**src/rtl/memory_stage_pkg.sv**
```systemverilog
// Shared types for the MEM stage: op encoding, access sizes, stage payloads and op classifiers.
package memory_stage_pkg;

    typedef enum logic [4:0] {
        OP_NOP, OP_ADD, OP_SUB,
        OP_LB, OP_LH, OP_LW, OP_LD, OP_LBU, OP_LHU, OP_LWU,
        OP_SB, OP_SH, OP_SW, OP_SD
    } op_t;

    typedef enum logic [2:0] {
        MSIZE1 = 3'd0,
        MSIZE2 = 3'd1,
        MSIZE4 = 3'd2,
        MSIZE8 = 3'd3
    } msize_t;

    typedef enum logic [1:0] {
        S_IDLE,
        S_WAIT_ADDR,
        S_WAIT_DATA
    } mem_state_t;

    typedef struct packed {
        op_t  op;
        logic reg_write;
    } ctl_t;

    typedef struct packed {
        logic        valid;
        logic [63:0] pc;
        logic [31:0] raw_instr;
        ctl_t        ctl;
        logic [4:0]  dst;
        logic [63:0] rd2;
        logic [63:0] result;
    } excute_data_t;

    typedef struct packed {
        logic        valid;
        logic [63:0] pc;
        logic [31:0] raw_instr;
        ctl_t        ctl;
        logic [4:0]  dst;
        logic [63:0] result;
    } memory_data_t;

    function automatic logic is_load(input op_t op);
        return op inside {OP_LB, OP_LH, OP_LW, OP_LD, OP_LBU, OP_LHU, OP_LWU};
    endfunction

    function automatic logic is_store(input op_t op);
        return op inside {OP_SB, OP_SH, OP_SW, OP_SD};
    endfunction

    function automatic msize_t op_size(input op_t op);
        case (op)
            OP_LB, OP_LBU, OP_SB: return MSIZE1;
            OP_LH, OP_LHU, OP_SH: return MSIZE2;
            OP_LW, OP_LWU, OP_SW: return MSIZE4;
            default:              return MSIZE8;
        endcase
    endfunction

endpackage

```
**src/rtl/memory_stage_mem_align.sv**
```systemverilog
// Combinational byte-lane logic: store data/strobe packing and load shift/extend.
module mem_align
    import memory_stage_pkg::*;
(
    input  op_t         op,
    input  logic [2:0]  addr_lo,
    input  logic [63:0] store_data,
    input  logic [63:0] load_raw,
    output msize_t      size,
    output logic [7:0]  strobe,
    output logic [63:0] wdata,
    output logic [63:0] load_result
);

    logic [5:0]  shamt;
    logic [7:0]  base_mask;
    logic [63:0] lane;

    always_comb begin
        shamt = {addr_lo, 3'b000};
        size  = op_size(op);
        wdata = store_data << shamt;

        case (size)
            MSIZE1:  base_mask = 8'h01;
            MSIZE2:  base_mask = 8'h03;
            MSIZE4:  base_mask = 8'h0F;
            default: base_mask = 8'hFF;
        endcase
        strobe = is_store(op) ? (base_mask << addr_lo) : 8'h00;

        // Misaligned addresses simply shift further; bytes pushed past lane 7 are dropped.
        lane = load_raw >> shamt;
        case (op)
            OP_LB:   load_result = {{56{lane[7]}},  lane[7:0]};
            OP_LH:   load_result = {{48{lane[15]}}, lane[15:0]};
            OP_LW:   load_result = {{32{lane[31]}}, lane[31:0]};
            OP_LBU:  load_result = {56'd0, lane[7:0]};
            OP_LHU:  load_result = {48'd0, lane[15:0]};
            OP_LWU:  load_result = {32'd0, lane[31:0]};
            default: load_result = lane;
        endcase
    end

endmodule

```
**src/rtl/memory_stage.sv**
```systemverilog
// Pipeline MEM stage: data-bus handshake FSM, upstream stall, and the MEM/WB register.
module memory_stage
    import memory_stage_pkg::*;
#(
    parameter int AXLEN = 64,
    parameter int DXLEN = 64
) (
    input  logic               clk,
    input  logic               reset,
    input  excute_data_t       dataE,
    output memory_data_t       dataM,
    output logic               stall_m,
    output logic               dreq_valid,
    output logic [AXLEN-1:0]   dreq_addr,
    output logic [2:0]         dreq_size,
    output logic [DXLEN/8-1:0] dreq_strobe,
    output logic [DXLEN-1:0]   dreq_data,
    input  logic               dresp_addr_ok,
    input  logic               dresp_data_ok,
    input  logic [DXLEN-1:0]   dresp_data
);

    mem_state_t   state_q, state_d;
    memory_data_t data_m_q, data_m_d;
    logic         is_mem;
    logic         done;
    msize_t       size;
    logic [63:0]  load_result;

    mem_align u_align (
        .op          (dataE.ctl.op),
        .addr_lo     (dataE.result[2:0]),
        .store_data  (dataE.rd2),
        .load_raw    (dresp_data),
        .size        (size),
        .strobe      (dreq_strobe),
        .wdata       (dreq_data),
        .load_result (load_result)
    );

    assign dreq_addr = dataE.result[AXLEN-1:0];
    assign dreq_size = size;
    assign dataM     = data_m_q;

    always_comb begin
        is_mem     = dataE.valid && (is_load(dataE.ctl.op) || is_store(dataE.ctl.op));
        state_d    = state_q;
        dreq_valid = 1'b0;
        done       = 1'b0;

        case (state_q)
            S_IDLE: begin
                // data_ok without a request in flight is a stale response and is dropped.
                if (is_mem) begin
                    dreq_valid = 1'b1;
                    if (dresp_addr_ok) begin
                        done    = dresp_data_ok;
                        state_d = dresp_data_ok ? S_IDLE : S_WAIT_DATA;
                    end else begin
                        state_d = S_WAIT_ADDR;
                    end
                end
            end
            S_WAIT_ADDR: begin
                dreq_valid = 1'b1;
                if (dresp_addr_ok) begin
                    done    = dresp_data_ok;
                    state_d = dresp_data_ok ? S_IDLE : S_WAIT_DATA;
                end
            end
            S_WAIT_DATA: begin
                if (dresp_data_ok) begin
                    done    = 1'b1;
                    state_d = S_IDLE;
                end
            end
            default: state_d = S_IDLE;
        endcase

        stall_m = is_mem && !done;
    end

    always_comb begin
        data_m_d       = data_m_q;
        data_m_d.valid = 1'b0;
        if (!stall_m && dataE.valid) begin
            data_m_d.valid     = 1'b1;
            data_m_d.pc        = dataE.pc;
            data_m_d.raw_instr = dataE.raw_instr;
            data_m_d.ctl       = dataE.ctl;
            data_m_d.dst       = dataE.dst;
            data_m_d.result    = is_load(dataE.ctl.op) ? load_result : dataE.result;
        end
    end

    always_ff @(posedge clk) begin
        data_m_q <= data_m_d;
        if (reset) begin
            state_q        <= S_IDLE;
            data_m_q.valid <= 1'b0;
        end else begin
            state_q <= state_d;
        end
    end

endmodule

```
**config.mk**
```make
export PLATFORM = sky130hd
export DESIGN_NAME = memory_stage
export DESIGN_NICKNAME = d
export VERILOG_FILES = /design/src/rtl/memory_stage_pkg.sv /design/src/rtl/memory_stage_mem_align.sv /design/src/rtl/memory_stage.sv
export SDC_FILE = /design/constraint.sdc
export NUM_CORES = 1
export LEC_CHECK = 0
export CORE_AREA = 2 2 242 244
export CTS_CLUSTER_SIZE = 10
export DETAILED_ROUTE_END_ITERATION = 10
export DIE_AREA = 0 0 244 246
export PLACE_DENSITY = 0.5
export SYNTH_ARGS = -nofsm -noshare
export SYNTH_HDL_FRONTEND = slang
export SYNTH_SLANG_ARGS = --single-unit
```
**constraint.sdc**
```tcl
create_clock -name clk -period 6.9 [get_ports clk]
set_input_delay 1.38 -clock clk [delete_from_list [all_inputs] [get_ports clk]]
set_output_delay 1.38 -clock clk [all_outputs]
set_load 0.01 [all_outputs]
```
# Yosys cells after proc, flatten, opt, wreduce, memory -nomap -nowiden
# Memories as Yosys holds them, arrays and structs flattened.
# Cells that the tools add are included.
dict set report totals {
  input_bits 304
  regBits 174
  romBits 32
  word_cells 59
  memories 1
}
# memory words width read_ports rd_clocked_by_memory_dff wr line_no
set mem_list {}
lappend mem_list {{(no name shown)} 16 2 1 0 0 memory_stage_pkg.sv:56} ;# case (op)
dict set report op_classes {
  reduce_logical 11
  n_eq_ne 18
  n_shift 3
  mux 18
}
# op count
set op_table {}
lappend op_table {{one-hot mux 64 bit (6 select lines)} 1}
lappend op_table {{two-way mux 172 bit} 1}
lappend op_table {{two-way mux 64 bit} 1}
lappend op_table {{left shift 64 x 6 -> 64 bit} 1}
lappend op_table {{right shift 64 x 6 -> 64 bit} 1}
lappend op_table {{equality test 5 x 4 -> 1 bit, second input constant} 6}
lappend op_table {{one-hot mux 8 bit (3 select lines)} 1}
lappend op_table {{equality test 5 x 3 -> 1 bit, second input constant} 4}
lappend op_table {{two-way mux 2 bit} 5}
lappend op_table {{two-way mux 8 bit} 1}
lappend op_table {{left shift 8 x 3 -> 8 bit} 1}
lappend op_table {{nonzero test 7 bit} 1}
lappend op_table {{!= test 2 bit, second input constant} 3}
lappend op_table {{one-hot mux 2 bit (3 select lines)} 1}
lappend op_table {{equality test 5 x 2 -> 1 bit, second input constant} 1}
lappend op_table {{two-way mux 1 bit} 4}
lappend op_table {{nonzero test 4 bit} 1}
lappend op_table {{equality test 3 x 1 -> 1 bit, second input constant} 1}
lappend op_table {{equality test 3 x 2 -> 1 bit, second input constant} 1}
lappend op_table {{logical AND 1 bit} 3}
lappend op_table {{zero test 3 bit} 1}
lappend op_table {{two-way mux 3 bit} 1}
lappend op_table {{one-hot mux 1 bit (3 select lines)} 1}
lappend op_table {{AND reduction 3 bit} 1}
lappend op_table {{6 further kinds} 7}

# Logic depth before layout (Yosys ltp)
dict set report logic_depth {
  word_depth 11
  mapped_depth 9
  depth_no_buf 7
}

# Modules after synthesis
# A second synthesis with hierarchy kept.
dict set report unflattened {
  cells_unflattened 1100
  hier_area_um2 11960.2
}
# module area_per_inst_um2 cells_each instances
set modules_own_cells {}
lappend modules_own_cells {memory_stage 7923.8 557 1}
lappend modules_own_cells {mem_align 4036.4 543 1}

# Worst setup path after synthesis
# OpenSTA, ideal clock, no wires.
dict set report synth_timing {
  kind {input -> register}
  from {in dataE[135] (netlist bit)}
  to {reg data_m_q, in the netlist dataM[0], enable pin}
  cell_stages 8
  path_buffers 2
  path_slack_ns -0.132
  required_ns 6.349
  arrival_ns 6.481
  path_cell_list {inv_1 ha_1 buf_2 nor2_1 a2111o_1 clkbuf_1 a22o_1 and2_1}
}
dict set report synth_via {
  elab_chain_cells 10
}
# item line_no
set synth_rtl {}
lappend synth_rtl {{start, declared} memory_stage.sv:10} ;# input excute_data_t dataE,
lappend synth_rtl {{equality test 5 x 2 -> 1 bit (tied with other cells)} memory_stage_pkg.sv:48} ;# return op inside {OP_LB, OP_LH, OP_LW, OP_LD, OP_LBU, OP_LHU, OP_LWU};
lappend synth_rtl {{nonzero test 7 bit or nonzero test 4 bit (tied branches)} {memory_stage_pkg.sv:48, memory_stage_pkg.sv:52}}
lappend synth_rtl {{logical OR 1 bit *} memory_stage.sv:46} ;# is_mem = dataE.valid && (is_load(dataE.ctl.op) || is_store(dataE.ctl.op));
lappend synth_rtl {{logical AND 1 bit *} memory_stage.sv:46}
lappend synth_rtl {{two-way mux 1 bit} memory_stage.sv:54} ;# if (is_mem) begin
lappend synth_rtl {{one-hot mux 1 bit (3 select lines)} memory_stage.sv:51} ;# case (state_q)
lappend synth_rtl {{zero test 1 bit} memory_stage.sv:80} ;# stall_m = is_mem && !done;
lappend synth_rtl {{logical AND 1 bit *} memory_stage.sv:80}
lappend synth_rtl {{zero test 1 bit *} memory_stage.sv:86} ;# if (!stall_m && dataE.valid) begin
lappend synth_rtl {{logical AND 1 bit *} memory_stage.sv:86}
lappend synth_rtl {{end signal, assigned} memory_stage.sv:97} ;# data_m_q <= data_m_d;
lappend synth_rtl {{end, declared} memory_stage.sv:24} ;# memory_data_t data_m_q, data_m_d;
# Mark *: on every way between the ends. The rest lies on a longest branch, timed or not.
# A chain may end at the register's enable or synchronous reset.

# Worst setup path in the final report
dict set report layout_timing {
  from {in dataE[135] (netlist bit)}
  to {out dreq_strobe[5]}
}
dict set report layout_via {
  elab_chain_cells 6
}
# item line_no
set layout_rtl {}
lappend layout_rtl {{memory (16 x 2 bit)} -}
lappend layout_rtl {{two-way mux 3 bit} memory_stage_pkg.sv:56}
lappend layout_rtl {{equality test 3 x 2 -> 1 bit (tied with other cells)} memory_stage_mem_align.sv:24} ;# case (size)
lappend layout_rtl {{one-hot mux 8 bit (3 select lines)} memory_stage_mem_align.sv:24}
lappend layout_rtl {{left shift 8 x 3 -> 8 bit} memory_stage_mem_align.sv:30} ;# strobe = is_store(op) ? (base_mask << addr_lo) : 8'h00;
lappend layout_rtl {{two-way mux 8 bit *} memory_stage_mem_align.sv:30}
lappend layout_rtl {{end, declared} memory_stage.sv:16} ;# output logic [DXLEN/8-1:0] dreq_strobe,
# Marked as above.

==> results.sh <==
export IMPL_status="finished, final reports clean"
export IMPL_synth_largest_area_cell="edfxtp_1"
export IMPL_end_kind="output port"
export IMPL_syn2layout_area_growth_pct=69.4
export IMPL_synth_simple_area_share_pct=10.9
export IMPL_synthCells=973
export IMPL_rows=88
export IMPL_worstSetupPathType="input port to output port"
export IMPL_nets=1797
export IMPL_grt_overflow=0
export IMPL_grt_pass1_vias=10300
export IMPL_ys_top_cells_by_area="edfxtp_1, mux2i_1, buf_4"
export IMPL_drc=0
export IMPL_dr_pass1_iters=5
export IMPL_p_leak_nw=6.26
export IMPL_async_flop_share_pct=0
export IMPL_ys_warn_count=0
export IMPL_pin_count=617
export IMPL_rsz0062_at_grt="false"
export IMPL_r2r_start="state_q[1]"
export IMPL_syn_nets=1281
export IMPL_internal_power_mw=2.43
export IMPL_viasPerCell=4.33
export IMPL_die_y_um=246
export IMPL_wire_per_inst_um=24.4
export IMPL_antenna_found_initial=26
export IMPL_die_area_sq_um=60000
export IMPL_synth_top_family_by_area="compound AO/OA/AOI/OAI gates"
export IMPL_initial_utilization_pct=18.1
export IMPL_max_freq_mhz=172
export IMPL_grt_max_degree=72
export IMPL_clock_path_buffers=2
export IMPL_synth_edf_count=171
export IMPL_cpMaxStageDelayCell="clkdlybuf4s50_1"
export IMPL_pwr_share_clk_pct=30.3
export IMPL_portBuffers=615
export IMPL_cts_tree="built"
export IMPL_worstHoldEndpoint="state_q[0]"
export IMPL_crit_path_max_incr_delay_ns=0.75
export IMPL_synthAdderAreaFrac_pct=0.482
export IMPL_comb_power_share_pct=31.0
export IMPL_clk_latency_ns=0.47
export IMPL_htreeDepth=4
export IMPL_hpwl_um=45300
export IMPL_crit_required_ns=5.52
export IMPL_fin_skew_ns=0.0216
export IMPL_worstSetupStartpointType="input port"
export IMPL_netlist_area_leader_share_pct=49.5
export IMPL_path_common_cell="clkdlybuf4s50_1"
export IMPL_r2r_end="dataM[116]"
export IMPL_fin_setup_tns_ns=0
export IMPL_yosys_top_cells_count="edfxtp_1, nor2_1, mux2i_1, o21ai_0, nand2_1"
export IMPL_hold_viol_final=0
export IMPL_clk_pin_slew_worst_paths_ns=0.09
export IMPL_regToRegSetupSlack_ns=4.57
export IMPL_hold_start="state_q[1]"
export IMPL_gp_congestion=0.839
export IMPL_power_total_mw=3.46
export IMPL_fin_crit_sh_pct=84.2
export IMPL_synth_xor_area_share_pct=0.0843
export IMPL_synthFlopType="edfxtp_1"
export IMPL_min_delay_path_class="register to register"
export IMPL_core_area_sq_um=57400
export IMPL_setup_viol=0
export IMPL_cts_setup_buffers=0
export IMPL_fin_ws_ns=1.09
export IMPL_yosysUniqueCellTypes=58
export IMPL_place_ws_ns=1.07
export IMPL_synth_avg_cell_area_sq_um=10.7
export IMPL_drtAntennaViolNets=0
export IMPL_cap_violations=0
export IMPL_slew_headroom_pct=32.3
export IMPL_yosysMostFrequentCell="edfxtp_1"
export IMPL_netlist_area_sq_um=10400
export IMPL_synth_mux_area_share_pct=14.9
export IMPL_synth_seq_cells=174
export IMPL_drv_slew=0
export IMPL_cts_hold_buf=0
export IMPL_path_max_fanout=10
export IMPL_ff2ff_path_depth=4
export IMPL_grt_pass1_wl_um=76100
export IMPL_clockRootBuffer="clkbuf_16"
export IMPL_tightest_slew_ns=1.02
export IMPL_power_net_switching_mw=1.03
export IMPL_seq_power_share_pct=38.7
export IMPL_hold_path_depth=1
export IMPL_hold_slack_ns=0.532
export IMPL_grt_util_all_layers_pct=17.9
export IMPL_vias=9865
export IMPL_ir_drop_v=0.000173
export IMPL_wirelength_um=55700
export IMPL_cts_resized_gates=0
export IMPL_utilization_pct=30.7
export IMPL_critical_path_cell_chain="clkdlybuf4s50_1, inv_1, ha_1, nor2_1, a2111o_1, a2111oi_0, clkdlybuf4s50_1"
export IMPL_cts_inserted_buffers=17
export IMPL_arrival_ns=4.43
export IMPL_drive_above_1_share_pct=8.79
export IMPL_synth_compound_area_share_pct=15.4
export IMPL_numClockSinks=174
export IMPL_dr_first_iter_drc_count=593
export IMPL_power_density_nw_per_um2=197
export IMPL_ys_seq_area_share_pct=50.0
export IMPL_p_sw_share_pct=29.9
export IMPL_fp_dieW_um=244
export IMPL_min_period_ns=5.81
[worst max-delay path by stage]
stage / startpoint / end / slack, ns / cells after the start
floorplan: dataE[135] / dataM[0] / 1.77 / 8
finish: dataE[135] / dreq_strobe[5] / 1.09 / 7
detailed placement: dataE[135] / dreq_strobe[5] / 1.07 / 7
global placement: dataE[135] / dreq_strobe[5] / 1.20 / 7
CTS: dataE[135] / dreq_strobe[5] / 1.03 / 7
global route: dataE[136] / dreq_strobe[4] / 0.93 / 7
[cell type report]
class                   count  area [sq um]
well taps                 765           957
flip-flops and latches    174          5190
multi-input cells         648          4390
repair buffers            638          6350
inverters                  10          38.8
fillers                  5883         39800
clock inverters            15           201
clock buffers              17           425
diodes                     12          30.0
[worst max-delay path: cells and delay by family]
family / cells / cell delay (ns)
AND/OR/NAND/NOR: 1 / 0.18
buffers and inverters: 3 / 1.36
AO/OA/AOI/OAI: 2 / 1.16
adder cells (fa/ha/maj): 1 / 0.35
[sequential cells by signal (all words and copies together) (netlist names)]
name and flops:
dataM 172, state_q 2
[power by group through the flow]
stage	sequential (mW)	combinational [mW]	clock, mW
floorplan	1.43	0.341	0
global placement	1.36	1.09	0
detailed placement	1.36	1.08	0
CTS	1.34	1.09	1.09
global route	1.35	1.14	1.12
finish	1.34	1.07	1.05
[per-stage QoR]
stage	cells	area, sq um
after CTS	2267	17600
after floorplan	973	10400
after detailed placement	2235	16900
after global placement	2235	16900
after global routing	2273	17600
final	2279	17600
[per-layer routing]
metal	track usage [%]	routed length (um)
met1	18.3	19800
met2	32.2	28300
met3	7.93	5580
met4	6.76	1850
met5	0	196
[logic make-up after synthesis]
| group | Yosys count |
|---|---|
| AND/OR/NAND/NOR | 255 |
| AO/OA/AOI/OAI | 248 |
| flip-flops | 174 |
| buffers and inverters | 151 |
| multiplexers | 139 |
| adder cells (fa/ha/maj) | 4 |
| other | 1 |
| XOR/XNOR | 1 |
[cells in the final DEF (no fill, tap or decap), drive strengths merged, types with 4 or more instances in the layout]
cell	synthesis	routed
a21oi	67	67
a31oi	24	24
and2	7	7
and3	9	9
buf	92	26
clkbuf	49	17
clkdlybuf4s50	0	612
clkinv	0	6
diode	0	12
edfxtp	171	171
ha	4	4
inv	10	16
mux2	43	43
mux2i	88	88
mux4	8	8
nand2	75	75
nand2b	14	14
nor2	118	118
nor2b	12	12
nor3	8	8
o211ai	6	6
o21a	5	5
o21ai	77	77
o221ai	6	6
o22a	24	24
o22ai	10	10
o311ai	4	4
o32ai	9	9
(Power assumes the default switching activity.)
